--- config.mk ---
export PLATFORM = sky130hd
export DESIGN_NAME = mem_copy_engine
export DESIGN_NICKNAME = d
export VERILOG_FILES = /design/src/rtl/mem_copy_engine.sv
export SDC_FILE = /design/constraint.sdc
export NUM_CORES = 1
export LEC_CHECK = 0
export ABC_CLOCK_PERIOD_IN_PS = 1600
export CAP_MARGIN = 20
export CORE_UTILIZATION = 40
export DETAILED_ROUTE_END_ITERATION = 8
export PLACE_DENSITY = 0.68
export SYNTH_ARGS = -nofsm -noshare
export SYNTH_HDL_FRONTEND = slang
export SYNTH_SLANG_ARGS = --single-unit
--- constraint.sdc ---
create_clock -name clk -period 1.6 [get_ports clk]
set_input_delay 0.24 -clock clk [delete_from_list [all_inputs] [get_ports clk]]
set_output_delay 0.24 -clock clk [all_outputs]
set_load 0.05 [all_outputs]
--- src/rtl/mem_copy_engine.sv ---
// Memory-port initiator that copies or fills a block of bytes through a single-port memory.
// Copy takes 2N+1 busy cycles (read/write per word, then DONE); fill takes N+1; start is ignored while busy.
module mem_copy_engine #(
  parameter int ADDR_WIDTH = 8,
  parameter int DATA_WIDTH = 8
) (
  input  logic                  clk,
  input  logic                  rst,
  input  logic                  start,
  input  logic                  op_fill,
  input  logic [ADDR_WIDTH-1:0] src_addr,
  input  logic [ADDR_WIDTH-1:0] dst_addr,
  input  logic [ADDR_WIDTH-1:0] length,
  input  logic [DATA_WIDTH-1:0] fill_value,
  output logic                  busy,
  output logic                  done,
  output logic [ADDR_WIDTH-1:0] mem_address,
  output logic [DATA_WIDTH-1:0] mem_write_data,
  output logic                  mem_read_en,
  output logic                  mem_write_en,
  input  logic [DATA_WIDTH-1:0] mem_read_data
);

  typedef enum logic [1:0] {
    IDLE = 2'd0,
    RD   = 2'd1,
    WR   = 2'd2,
    DONE = 2'd3
  } state_t;

  state_t                state_q, state_d;
  logic [ADDR_WIDTH-1:0] src_q, src_d;
  logic [ADDR_WIDTH-1:0] dst_q, dst_d;
  logic [ADDR_WIDTH-1:0] cnt_q, cnt_d;
  logic                  fill_op_q, fill_op_d;
  logic [DATA_WIDTH-1:0] fill_val_q, fill_val_d;

  always_comb begin
    state_d    = state_q;
    src_d      = src_q;
    dst_d      = dst_q;
    cnt_d      = cnt_q;
    fill_op_d  = fill_op_q;
    fill_val_d = fill_val_q;
    case (state_q)
      IDLE: begin
        if (start) begin
          src_d      = src_addr;
          dst_d      = dst_addr;
          cnt_d      = length;
          fill_op_d  = op_fill;
          fill_val_d = fill_value;
          if (length == '0)  state_d = DONE;
          else if (op_fill)  state_d = WR;
          else               state_d = RD;
        end
      end
      RD: begin
        src_d   = src_q + ADDR_WIDTH'(1);
        state_d = WR;
      end
      WR: begin
        dst_d = dst_q + ADDR_WIDTH'(1);
        cnt_d = cnt_q - ADDR_WIDTH'(1);
        if (cnt_q == ADDR_WIDTH'(1)) state_d = DONE;
        else if (fill_op_q)          state_d = WR;
        else                         state_d = RD;
      end
      DONE: state_d = IDLE;
      default: state_d = IDLE;
    endcase
  end

  always_ff @(posedge clk or posedge rst) begin
    if (rst) begin
      state_q    <= IDLE;
      src_q      <= '0;
      dst_q      <= '0;
      cnt_q      <= '0;
      fill_op_q  <= 1'b0;
      fill_val_q <= '0;
    end else begin
      state_q    <= state_d;
      src_q      <= src_d;
      dst_q      <= dst_d;
      cnt_q      <= cnt_d;
      fill_op_q  <= fill_op_d;
      fill_val_q <= fill_val_d;
    end
  end

  // Everything below depends only on registered state, so reset clears the
  // enables without waiting for a clock edge.
  always_comb begin
    busy           = (state_q != IDLE);
    done           = (state_q == DONE);
    mem_address    = '0;
    mem_write_data = '0;
    mem_read_en    = 1'b0;
    mem_write_en   = 1'b0;
    case (state_q)
      RD: begin
        mem_read_en = 1'b1;
        mem_address = src_q;
      end
      WR: begin
        mem_write_en   = 1'b1;
        mem_address    = dst_q;
        mem_write_data = fill_op_q ? fill_val_q : mem_read_data;
      end
      default: ;
    endcase
  end

endmodule

# Yosys cells after proc, flatten, opt, wreduce, memory -nomap -nowiden
# Cells that the tools add are included.
[op_classes] n_addsub=3 eq_ne=5 n_mux=17 reduce_logical=8
[ops] op="$pmux 8 s2" n=4
[ops] op="$mux 8" n=5
[ops] op="$add 8x1->8 const B" n=2
[ops] op="$mux 2" n=5
[ops] op="$eq 8x1->1 const B" n=1
[ops] op="$logic_not 8->1" n=1
[ops] op="$pmux 2 s4" n=1
[ops] op="$sub 8x1->8 const B" n=1
[ops] op="$reduce_and 2->1" n=3
[ops] op="$reduce_bool 2->1" n=3
[ops] op="$eq 2x2->1 const B" n=2
[ops] op="$eq 2x1->1 const B" n=1
[ops] op="$logic_not 2->1" n=1
[ops] op="$mux 1" n=2
[ops] op="$ne 2x2->1 const B" n=1
[word_totals] ff_bits=35 in_bits=44 output_inout_bits=20 elab_cells=39

# Depth between registers and ports, before layout
[logic_depth] depth_word=4 depth_mapped=9 depth_no_buf=6

# Worst setup path after synthesis
# No wires, ideal clock.
[synth_path] path_type="flip-flop to output port" startpoint="reg state_q[0]" endpoint="out mem_address[0]" arrival_time_ns=2.650 required_time_ns=1.360 slack_ns=-1.290 path_stages_with_launch=7 cell_sequence="dfrtp_1 > inv_1 > ha_1 > buf_4 > buf_2 > nand2_1 > a21boi_0"
[synth_between] elab_chain_len=2 word_cells_on_any_way=3
[synth_lines] element="start: declaration" line="31" rtl="state_t state_q, state_d;"
[synth_lines] element="start signal: assignment" line="83" rtl="state_q <= state_d;"
[synth_lines] element="$eq 2x2->1 or $eq 2x1->1 (tied branches)" line="101" rtl="case (state_q)"
[synth_lines] element="$pmux 8 s2 (*)" line="101"
[synth_lines] element="end: declaration" line="17" rtl="output logic [ADDR_WIDTH-1:0] mem_address,"
# Mark *: on every way between the ends. The rest lies on a longest branch, timed or not.

# Final worst setup path
[layout_path] startpoint="reg state_q[1]" endpoint="out mem_address[7]"
# The elaborated chain is that of the path after synthesis.

==> summary.txt <==
Route
  – Wirelength per Cell: 15.9 um
  – Number of remaining DRC errors: 0
  – DRT Pass-1 Iters: 4
  – Via count: approximately 2,300
  – 1st-iter DRT viols: 186
  – Vias per std cell: 5.55
  – Antenna-violating nets left: 0
  – WL final: 6630 um

Clock network
  – H-tree levels: 2
  – Clock Tree Root: clkbuf_8
  – Later-pin clock latency in the skew report: 290 ps
  – CTS Buf Count: 5
  – CTS tree: yes
  – Clk buf depth: 2
  – Hold_buf cts: 0
  – Clock slew at reported path FFs: 70 ps
  – CTS sink cnt: 35

Worst setup path
  – Worst Path Arrival: 1580 ps
  – Worst EP required: 1360 ps
  – Worst path max stage delay: 360 ps
  – Nature of the critical path startpoint: flip-flop
  – Worst path slowest cell: dfrtp_1
  – CP Capture Type: primary output
  – Critical path class: reg -> out
  – Crit path cell chain: buf_4, ha_4, buf_6, nand2_1, a21boi_4, buf_12
  – Critical Path Fanout Max: 5

STA
  – Worst Skew: roughly 6 ps
  – Setup violations, final: 29
  – Worst-margin pin slew: 380 ps
  – Worst setup margin: -217 ps
  – Fin crit share: 114%
  – Final hold viol count: 0
  – Final min period: 1820 ps
  – Fmax: between 500 and 600 MHz
  – Rel. slew slack: 74.4%
  – RSZ-0062 raised after global routing: true
  – Final hold slack: slightly below 300 ps
  – Pins over their slew limit: 0

Die
  – DIE AREA: 6220 sq um
  – Starting Density: 42.1%
  – Die X: 78.9 um
  – CORE AREA: around 5600 sq um
  – Die height: about 79 um
  – Row count: 27
  – Boundary Pins: 64

Synth
  – Synthesized flop and latch total: 35
  – Ys flop type: dfrtp_1
  – Net Count, Synth: 312
  – Sequential cell area fraction in the yosys report: ~37%
  – Mapped cell area: 2360 sq um
  – Synthesized area per cell: just over 9 sq um
  – Cells after synthesis: 260
  – Yosys cell types: 40
  – Async SR Flop Fraction: 100%
  – Warnings from Yosys: 0
  – Post-synth EDFFs: 0

Finish
  – Register area: 877 sq um
  – Area of the multi-input gates: about 1600 sq um
  – Layout Area Growth over Synthesis: 60.1%
  – Number of nets in the layout: 397
  – Layout cell share with drive strength beyond 1: 32.4%
  – Filler cells: ~450
  – Non-filler instance count after layout: approximately 420
  – Number of diodes: 0

Global route
  – GR Overflow Total: 0
  – Global-route wire length before repair: 10,800 um
  – All-Layer GR Usage: between 20 and 25%
  – Initial antenna violation count: 0
  – Vias in the first global route: 2,210
  – Pin count of the biggest net entering global routing: 36

Power
  – Worst vdd ir: 1.47 mV
  – Static leakage: 1.60 nW
  – Pwr/cell area: 2380 nW/um^2

Placed design
  – DP HPWL: 4620 um
  – Port Buf Inserts: 63
  – Routability Congestion: 0.824
  – Placed Cells incl. Taps: 398

Outcome
  – Failing checks: setup timing
  – Status: finished with violations

Hold path
  – Worst min path class: in -> async

Job
  – Max cap viols: 0
registers in the layout (all words and copies together), names as in the netlist:
name and flops:
fill_val_q 8, state_q 2, src_q 8, cnt_q 8
dst_q 8, fill_op_q 1
cell families (layout without fill, tap and decap cells):
family / Yosys count / count (layout) / share of synthesized area, %
compound gates: 84 / 84 / 22.4
simple gates: 77 / 77 / 18.2
flops: 35 / 35 / 37.1
buf+inv: 30 / 115 / 6.46
mux: 26 / 27 / 11.7
fa+ha+maj: 8 / 8 / 4.24
worst paths after layout:
kind	start	depth (start not counted)	to	slack (ps)
min in group clk	fill_val_q[2]	1	fill_val_q[2]	510
worst max-delay path	state_q[1]	6	mem_address[7]	-220
max in group asynchronous	rst	3	fill_op_q	1100
worst max register to register	state_q[1]	8	dst_q[1]	-100
worst min-delay path	rst	3	cnt_q[4]	290
worst min register to register	fill_val_q[2]	1	fill_val_q[2]	510
metal layers:
| layer | global-route usage [%] | part of all wire, % | up-vias | routed length (um) |
|---|---|---|---|---|
| li1 | - | - | 1127 | - |
| met1 | 29.0 | 44 | 1103 | 2920 |
| met2 | 36.2 | 48 | 81 | 3200 |
| met3 | 4.60 | 6.1 | 10 | 403 |
| met4 | 9.45 | 1.7 | 0 | 111 |
| met5 | 0 | 0 | - | 0 |
synthesized netlist by cell type (2+ instances only):
cell | instances | share of area (%)
o21ai_1 | 2 | 0.42
o211ai_1 | 2 | 0.64
ha_1 | 8 | 4.2
nand2b_1 | 2 | 0.53
a21boi_0 | 2 | 0.64
buf_2 | 8 | 1.7
a22oi_1 | 6 | 1.9
nand2_1 | 17 | 2.7
a2bb2oi_1 | 2 | 0.74
o22a_1 | 3 | 1.1
clkbuf_1 | 2 | 0.32
buf_4 | 6 | 1.9
nand3_1 | 17 | 3.6
o21ai_0 | 15 | 3.2
mux2_2 | 9 | 4.3
inv_1 | 12 | 1.9
a31oi_1 | 7 | 1.9
nor2b_1 | 14 | 3.7
nand2_2 | 2 | 0.53
nand3b_1 | 2 | 0.64
nor2_1 | 10 | 1.6
and3_1 | 6 | 1.6
a21oi_1 | 20 | 4.2
nor4_1 | 2 | 0.53
o32ai_1 | 2 | 0.74
o22ai_1 | 19 | 5.0
mux2i_1 | 16 | 6.8
dfrtp_1 | 35 | 37
stage by stage:
stage / instance area, sq um / setup WS [ps] / power, mW / util, % / TNS [ps]
5_1_grt: 3780 / -276 / 9.57 / 67.5 / -6140
3_3_place_gp: 3490 / -25.7 / 7.59 / 62.2 / -38.5
4_1_cts: 3680 / -195 / 8.67 / 65.7 / -3120
6_report: 3780 / -217 / 9.01 / 67.5 / -3720
3_5_place_dp: 3490 / -76.9 / 7.68 / 62.2 / -482
2_1_floorplan: 2550 / -80.8 / 5.75 / - / -151
critical path: cells and delay by family, from the launching register on:
family	cells	cell delay [ps]
buffers and inverters	3	440
DFF	1	360
AOI/OAI and AO/OA	1	190
and+or+nand+nor	1	120
adders and majority gates	1	170
cell usage in the layout (no fill, tap or decap), drive strengths merged, types with 2 or more instances in the layout:
master and count:
buf 51, clkdlybuf4s50 43, dfrtp 35, a21oi 21
o22ai 19, nand2 19, nand3 17, o21ai 17
mux2i 16, nor2b 14, inv 13, mux2 11
nor2 10, clkbuf 8, ha 8, a31oi 7
and3 6, a22oi 6, o22a 4, a21boi 3
nor4 3, nand2b 2, nand3b 2, a2bb2oi 2
o211ai 2, o32ai 2
report_power, final:
group	internal, mW	leakage, nW	total (mW)	switching, mW
Clock	0.393	0.0515	0.725	0.332
Sequential	1.33	0.390	1.92	0.591
Combinational	3.21	1.16	6.36	3.15
final cells by class:
cell class              instances  area share [%]
clock buffers                   8            2.65
flip-flops and latches         35            23.2
multi-input cells             196            41.5
well taps                      72            2.38
repair buffers                 94            29.0
inverters                      13            1.29
repair_timing:
| action | in CTS | in global routing |
|---|---|---|
| buffers inserted | 6 | 5 |
| cloned | 0 | 1 |
| pin swaps | 3 | 4 |
| resized for setup | 12 | 12 |
| endpoints found under the setup margin | 24 | 38 |
(Power assumes the default switching activity.)
